`src/rtl/sigma_delta_decimator.sv`:
```
// Two-channel 3rd-order CIC decimator: turns 1-bit PDM left/right streams into
// saturated signed PCM samples, with a one-clock valid strobe after CIC priming.
module sigma_delta_decimator #(
  parameter int DR = 6,
  parameter int OW = 15
) (
  input  logic                 clk,
  input  logic                 reset,
  input  logic                 bit_en,
  input  logic                 left_in,
  input  logic                 right_in,
  output logic signed [OW-1:0] ldata,
  output logic signed [OW-1:0] rdata,
  output logic                 sample_valid
);

  localparam int W  = 3 * DR + 2;
  localparam int S  = 3 * DR - (OW - 1);
  localparam int SR = (S >= 0) ? S : 0;
  localparam int SL = (S < 0) ? -S : 0;
  localparam int YW = W + OW;
  localparam logic signed [YW-1:0] MAXV = YW'((64'sd1 <<< (OW - 1)) - 64'sd1);
  localparam logic signed [YW-1:0] MINV = -MAXV - YW'(1);

  // Index 0 is the left channel, index 1 the right channel.
  logic signed [W-1:0]  i1_q [2];
  logic signed [W-1:0]  i2_q [2];
  logic signed [W-1:0]  i3_q [2];
  logic signed [W-1:0]  d1_q [2];
  logic signed [W-1:0]  d2_q [2];
  logic signed [W-1:0]  d3_q [2];
  logic signed [W-1:0]  i1_d [2];
  logic signed [W-1:0]  i2_d [2];
  logic signed [W-1:0]  i3_d [2];
  logic signed [W-1:0]  c1   [2];
  logic signed [W-1:0]  c2   [2];
  logic signed [W-1:0]  c3   [2];
  logic signed [W-1:0]  x    [2];
  logic signed [YW-1:0] yext [2];
  logic signed [YW-1:0] ysc  [2];
  logic signed [OW-1:0] ysat [2];

  logic [1:0]           bits;
  logic [DR-1:0]        cnt_q;
  logic [1:0]           prime_q;
  logic signed [OW-1:0] ldata_q;
  logic signed [OW-1:0] rdata_q;
  logic                 valid_q;
  logic                 tick;

  assign bits = {right_in, left_in};
  assign tick = bit_en && (&cnt_q);

  // Integrator/comb arithmetic wraps modulo 2^W; the combs cancel the wrap.
  always_comb begin
    for (int ch = 0; ch < 2; ch++) begin
      x[ch]    = bits[ch] ? W'(1) : {W{1'b1}};
      i1_d[ch] = i1_q[ch] + x[ch];
      i2_d[ch] = i2_q[ch] + i1_q[ch];
      i3_d[ch] = i3_q[ch] + i2_q[ch];
      c1[ch]   = i3_q[ch] - d1_q[ch];
      c2[ch]   = c1[ch] - d2_q[ch];
      c3[ch]   = c2[ch] - d3_q[ch];
      yext[ch] = {{(YW - W){c3[ch][W-1]}}, c3[ch]};
      ysc[ch]  = (yext[ch] >>> SR) <<< SL;
      if (ysc[ch] > MAXV)
        ysat[ch] = MAXV[OW-1:0];
      else if (ysc[ch] < MINV)
        ysat[ch] = MINV[OW-1:0];
      else
        ysat[ch] = ysc[ch][OW-1:0];
    end
  end

  // Integrators advance on every enabled bit; combs, outputs and priming only on ticks.
  always_ff @(posedge clk) begin
    if (reset) begin
      for (int ch = 0; ch < 2; ch++) begin
        i1_q[ch] <= '0;
        i2_q[ch] <= '0;
        i3_q[ch] <= '0;
        d1_q[ch] <= '0;
        d2_q[ch] <= '0;
        d3_q[ch] <= '0;
      end
      cnt_q   <= '0;
      prime_q <= '0;
      ldata_q <= '0;
      rdata_q <= '0;
      valid_q <= 1'b0;
    end else begin
      if (bit_en) begin
        for (int ch = 0; ch < 2; ch++) begin
          i1_q[ch] <= i1_d[ch];
          i2_q[ch] <= i2_d[ch];
          i3_q[ch] <= i3_d[ch];
        end
        cnt_q <= cnt_q + DR'(1);
      end
      if (tick) begin
        for (int ch = 0; ch < 2; ch++) begin
          d1_q[ch] <= i3_q[ch];
          d2_q[ch] <= c1[ch];
          d3_q[ch] <= c2[ch];
        end
        ldata_q <= ysat[0];
        rdata_q <= ysat[1];
        if (prime_q != 2'd3)
          prime_q <= prime_q + 2'd1;
      end
      valid_q <= tick && (prime_q == 2'd3);
    end
  end

  assign ldata        = ldata_q;
  assign rdata        = rdata_q;
  assign sample_valid = valid_q;

endmodule
```
`config.mk`:
```
export PLATFORM = sky130hd
export DESIGN_NAME = sigma_delta_decimator
export DESIGN_NICKNAME = d
export VERILOG_FILES = /design/src/rtl/sigma_delta_decimator.sv
export SDC_FILE = /design/constraint.sdc
export NUM_CORES = 1
export LEC_CHECK = 0
export BUFFER_PORTS_ARGS = -buffer_cell sky130_fd_sc_hd__buf_2
export CORE_MARGIN = 2
export CORE_UTILIZATION = 58
export DETAILED_ROUTE_END_ITERATION = 6
export PLACE_DENSITY = 0.85
export SLEW_MARGIN = 30
export SYNTH_ARGS = -nofsm -noshare
export SYNTH_HDL_FRONTEND = slang
export SYNTH_SLANG_ARGS = --single-unit
```
`constraint.sdc`:
```
create_clock -name clk -period 5.24 [get_ports clk]
set_input_delay 0 -clock clk [delete_from_list [all_inputs] [get_ports clk]]
set_output_delay 0 -clock clk [all_outputs]
set_load 0.03 [all_outputs]
```
Word-level counts from Yosys, hierarchy flattened:

Memories as Yosys holds them, arrays and structs flattened.
Index checks and enable logic that the tools add are counted.

* bits in registers: 39
* RAM bits: 240
* output and inout port bits: 31
* word-level logic and storage cells: 73
* memories: 6

Memories
* d1_q: words 2, width 20, read ports 2, clocked after Yosys merged registers in 0, wr ports 2, RTL line 29 `logic signed [W-1:0] d1_q [2];`
* d2_q: words 2, width 20, read ports 2, clocked after Yosys merged registers in 0, wr ports 2, RTL line 30 `logic signed [W-1:0] d2_q [2];`
* d3_q: words 2, width 20, read ports 2, clocked after Yosys merged registers in 0, wr ports 2, RTL line 31 `logic signed [W-1:0] d3_q [2];`
* i1_q: words 2, width 20, read ports 2, clocked after Yosys merged registers in 0, wr ports 2, RTL line 26 `logic signed [W-1:0] i1_q [2];`
* i2_q: words 2, width 20, read ports 2, clocked after Yosys merged registers in 0, wr ports 2, RTL line 27 `logic signed [W-1:0] i2_q [2];`
* i3_q: words 2, width 20, read ports 2, clocked after Yosys merged registers in 0, wr ports 2, RTL line 28 `logic signed [W-1:0] i3_q [2];`

* add/sub/neg operators: 14
* magnitude comparators: 4
* eq/ne operators: 2
* multiplexer cells: 26
* bitwise logic cells: 12
* reduce and logical (&&, ||, !) cells: 4

Operator list (number)
* $mux 20: 14
* $add 20x20->20: 6
* $sub 20x20->20: 6
* $mux 15: 4
* $gt 16x15->1 const B: 2
* $lt 16x15->1 const B: 2
* $or 1x1->1: 12
* $mux 1: 8
* $add 6x1->6 const B: 1
* $reduce_and 6->1: 1
* $add 2x1->2 const B: 1
* $eq 2x2->1 const B: 1
* $logic_and 1x1->1: 2
* $ne 2x2->1 const B: 1
* $reduce_and 2->1: 1

Logic depth before layout (Yosys ltp):

* word-level depth: 6
* depth in mapped cells: 32
* mapped depth without buffers: 31

Worst setup path after synthesis:

No wires, ideal clock.

* path kind: reg-to-reg
* start point: memory i3_q[0][20] (netlist bit)
* end point: register rdata_q[4], in the netlist rdata[4]
* setup time: 0.122 ns
* arrival time: 5.594 ns
* setup slack: -0.476 ns
* stages on the path, launching flop included: 32
* path buffers: 1
* period minus slack after synthesis: 5.716 ns
* cells stage by stage: edfxtp_1 > inv_1 > ha_1 > fa_1 > nor2b_1 > o21ai_0 > a21boi_0 > o21a_1 > o21ai_0 > a21oi_1 > o31ai_1 > nand2b_1 > a21oi_1 > xnor2_1 > ha_1 > nand2_1 > a2111oi_0 > o21ai_1 > a41oi_1 > nor2_1 > xnor2_1 > ha_1 > a21o_1 > a21oi_1 > o21ai_0 > a31oi_1 > o21bai_1 > a21oi_1 > xor2_2 > o21ai_2 > buf_4 > a221o_1

RTL lines
* from (decl): RTL line 28
* to (signal assigned): RTL line 107 `rdata_q <= ysat[1];`
* to (decl): RTL line 47 `logic signed [OW-1:0] rdata_q;`

==> run_results.csv <==
group,metric,value,unit
critical_path,cp_common_cell,"a21oi_2",
critical_path,r2r-end,"ldata[3]",
logic_synthesis,synth_top_family_by_area,"compound AO/OA/AOI/OAI gates",
grt,grt_usage,26.21,%
cts,cts_sinks,279,
floorplanning,io_pins,36,
pwr,ir_drop,0.3667,mV
min_path,min_path_cells,5,
critical_path,crit_type,"flip-flop to flip-flop",
timing,worst_slew_pin_slew,0.9473,ns
critical_path,r2r_cells,32,
timing,fmax,0.1627,GHz
min_path,hold_end,"i1_q[0][39]",
timing,hold_viol,0,
drt,drt_iter0_markers,1587,
grt,grt_pass1_wl,76.59,mm
timing,setup_viol,31,
cells_and_area,antenna_cells,0,
drt,drt-total-wl,51.49,mm
drt,viasPerCell,6.099,
pwr,p_per_area,428.6,nW/um^2
cts,cts_max_level,1,
logic_synthesis,syn_nets,2241,
critical_path,critPathMaxStageDelay,0.47,ns
drt,drc,1,
floorplanning,coreArea,33450,um^2
floorplanning,std_cell_rows,67,
cells_and_area,syn2layout_area_growth,20.03,%
drt,post_drt_wl_per_cell,18.88,um
min_path,hold_path.class,"input port to flip-flop",
logic_synthesis,seq_area_frac_synth,40.61,%
grt,grt_pass1_vias,16144,
cells_and_area,utilization,70.58,%
timing,slew_headroom,36.85,%
floorplanning,dieWidth,188.1,um
cts,cts_buffers,30,
job,maxCapViolCount,0,
cells_and_area,final_nets,2498,
critical_path,crit_fanout,7,
logic_synthesis,syn_avg_cell_area,9.834,um^2
cells_and_area,drive_gt1_share,18.38,%
grt,grt_overflow,0,
critical_path,timing.rr.start,"d1_q[0][0]",
logic_synthesis,ys.flop_type,"edfxtp_1",
critical_path,cp_slowest_cell,"edfxtp_1",
drt,antenna_left,0,
pwr,leakagePower,10.72,nW
timing,rsz0062_at_grt,"yes",
floorplanning,die-area,35400,um^2
cts,root_buffer,"clkbuf_16",
drt,vias,16639,
cts,clockBufferDepth,3,
logic_synthesis,synth_compound_area_share,15.92,%
critical_path,worstSetupEndpointType,"flip-flop",
timing,fin_tns_setup,-25.41,ns
logic_synthesis,synthAdderAreaFrac,15.40,%
timing,fin_crit,6.147,ns
min_path,hp-start,"right_in",
drt,first_pass_iters,7,
place,port-buffer-count,35,
place,hpwl,29.10,mm
place,routabilityCongestion,0.8761,
timing,slew_viol_final,0,
timing,skew,0.01736,ns
cts,cts_tree,"yes",
critical_path,reg2reg_setup_slack,-0.91,ns
logic_synthesis,netlist_instances,2000,
logic_synthesis,yosys_warnings,0,
cts,cts.clk_slew.worst_paths,0.07,ns
critical_path,required,5.70,ns
logic_synthesis,ys_ff_latch,279,
critical_path,critPathArrivalTime,6.60,ns
outcome,status,"complete, but fails checks",
cts,insertion_delay,0.59,ns
logic_synthesis,synthMuxAreaShare,0.2036,%
grt,grt_start_max_net_pins,72,
logic_synthesis,synthSimpleGateAreaFrac,14.85,%
timing,finalWorstSetupSlack,-0.9065,ns
outcome,violations,"design-rule violations, negative setup slack",
logic_synthesis,synth.distinct_cells,72,
logic_synthesis,synthArstFlopShare,0,%
logic_synthesis,synth-xor-area-share,8.499,%
floorplanning,die_y,188.1,um
logic_synthesis,synth-edff-count,240,
logic_synthesis,syn-cell-area,19670,um^2
floorplanning,initial_core_util,58.80,%
timing,fin_crit_sh,117.3,%
grt,antenna_found_initial,0,
critical_path,crit_path_start_kind,"flip-flop",
-- through the flow --
step	area [um^2]	power [mW]	worst slack, ns	hold slack (ns)	cells
final	23610	10.12	-0.9065	0.4154	2728
after global routing	23610	10.65	-1.123	0.4525	2728
after CTS	23120	9.593	-0.3864	0.4312	2701
after detailed placement	21360	7.103	-0.6393	0.4372	2578
after global placement	21350	6.864	-0.3066	0.4215	2578
after floorplan	19760	5.700	-0.1631	0.3095	2000
-- critical path, delay by kind of cell (launching register included) --
family	cells	cell delay [ns]
adder cells (fa/ha/maj)	4	0.95
AO/OA/AOI/OAI	20	3.64
AND/OR/NAND/NOR	3	0.27
XOR/XNOR	1	0.15
buffers and inverters	4	0.53
flip-flops	1	0.47
-- cell usage after synthesis, types with 17 or more instances --
library cell | number | area share (%)
a221o_1 | 23 | 1.2
xnor2_1 | 113 | 5.0
a21oi_1 | 134 | 3.4
and2_1 | 110 | 3.5
clkbuf_1 | 29 | 0.55
nand2_1 | 78 | 1.5
nand3_1 | 27 | 0.69
o21ai_0 | 90 | 2.3
a21o_1 | 57 | 2.2
nor2_1 | 207 | 4.0
nor3_1 | 59 | 1.5
a211oi_1 | 17 | 0.65
inv_1 | 194 | 3.7
edfxtp_1 | 240 | 37
o21bai_1 | 33 | 1.3
dfxtp_1 | 39 | 4.0
nor2b_1 | 28 | 0.89
xor2_1 | 65 | 2.9
o21a_1 | 28 | 1.1
ha_1 | 226 | 14
-- layout make-up --
cell class / instances / area (um^2)
clock buffers: 33 / 783.3
well taps: 448 / 560.5
repair buffers: 261 / 1986
flip-flops and latches: 279 / 7988
clock inverters: 22 / 186.4
multi-input cells: 1491 / 11370
inverters: 194 / 730.7
fillers: 2030 / 9841
-- worst max path at each step --
stage                            from        end  slack, ns  cells past startpoint
after floorplan           i3_q[0][20]   rdata[4]      -0.16                     31
after global placement     i3_q[0][0]   ldata[3]      -0.31                     30
after detailed placement   i3_q[0][0]  ldata[12]      -0.64                     30
after CTS                 d1_q[0][20]  rdata[11]      -0.39                     30
after global routing       d1_q[0][0]   ldata[6]      -1.12                     32
final                      d1_q[0][0]   ldata[3]      -0.91                     32
-- sequential cells by signal, indices dropped and copies added (netlist names) --
signal and cells:
d1_q 40, sample_valid 1, d2_q 40, i1_q 40
d3_q 40, i2_q 40, i3_q 40, prime_q 2
cnt_q 6, ldata 15, rdata 15
-- cell usage in the layout, fill, tap and decap left out, types with 7 or more instances in the layout --
| master | Yosys | final |
|---|---|---|
| a21boi_0 | 11 | 10 |
| nor2b_1 | 28 | 26 |
| dfxtp_1 | 39 | 39 |
| clkinv_2 | 0 | 9 |
| ha_1 | 226 | 218 |
| or3_1 | 15 | 15 |
| nand2_1 | 78 | 72 |
| and2_1 | 110 | 110 |
| nand4_1 | 10 | 10 |
| xnor2_1 | 113 | 105 |
| nand3_1 | 27 | 26 |
| buf_6 | 2 | 17 |
| o21bai_1 | 33 | 30 |
| nor3_1 | 59 | 53 |
| and3_1 | 15 | 15 |
| a21o_1 | 57 | 57 |
| a21oi_2 | 1 | 20 |
| nor2_1 | 207 | 199 |
| edfxtp_1 | 240 | 240 |
| a21oi_1 | 134 | 114 |
| o21a_1 | 28 | 28 |
| buf_2 | 1 | 35 |
| inv_1 | 194 | 190 |
| o21ai_0 | 90 | 81 |
| nand2b_1 | 15 | 14 |
| xnor2_2 | 2 | 10 |
| a31oi_1 | 13 | 10 |
| xor2_1 | 65 | 65 |
| fa_1 | 10 | 8 |
| a211oi_1 | 17 | 15 |
| buf_4 | 1 | 201 |
| a221o_1 | 23 | 23 |
| o21ai_2 | 2 | 7 |
| clkbuf_16 | 0 | 32 |
-- cell families (layout without fill, tap and decap cells) --
| logic type | count (synthesis) | after routing |
|---|---|---|
| XOR/XNOR | 184 | 184 |
| buffers and inverters | 231 | 510 |
| AO/OA/AOI/OAI | 474 | 475 |
| AND/OR/NAND/NOR | 592 | 592 |
| adder cells (fa/ha/maj) | 236 | 236 |
| flip-flops | 279 | 279 |
| multiplexers | 4 | 4 |
-- layer usage --
metal | vias up | wire, um | global-route usage [%]
met5 | - | 0 | 0
met4 | 0 | 2697 | 13.51
met3 | 246 | 3506 | 3.519
met2 | 868 | 25950 | 47.54
met1 | 7864 | 19340 | 30.12
li1 | 7661 | - | -
-- where the power goes --
part           internal [mW]  switching (mW)  total, mW  leakage, nW
logic                   2.48            2.77       5.25         7.46
registers               2.60           0.123       2.73         2.78
clock network           1.22           0.928       2.15        0.476
total                   6.30            3.82       10.1         10.7
-- timing repair --
action,in CTS,in global routing
setup buffers,62,28
pin swaps,52,62
cloned,1,1
hold endpoints to repair,13,0
setup endpoints to repair,30,31
gates resized for setup,60,47
hold buffers,5,0
No activity file was read; power rests on OpenSTA's default activity.
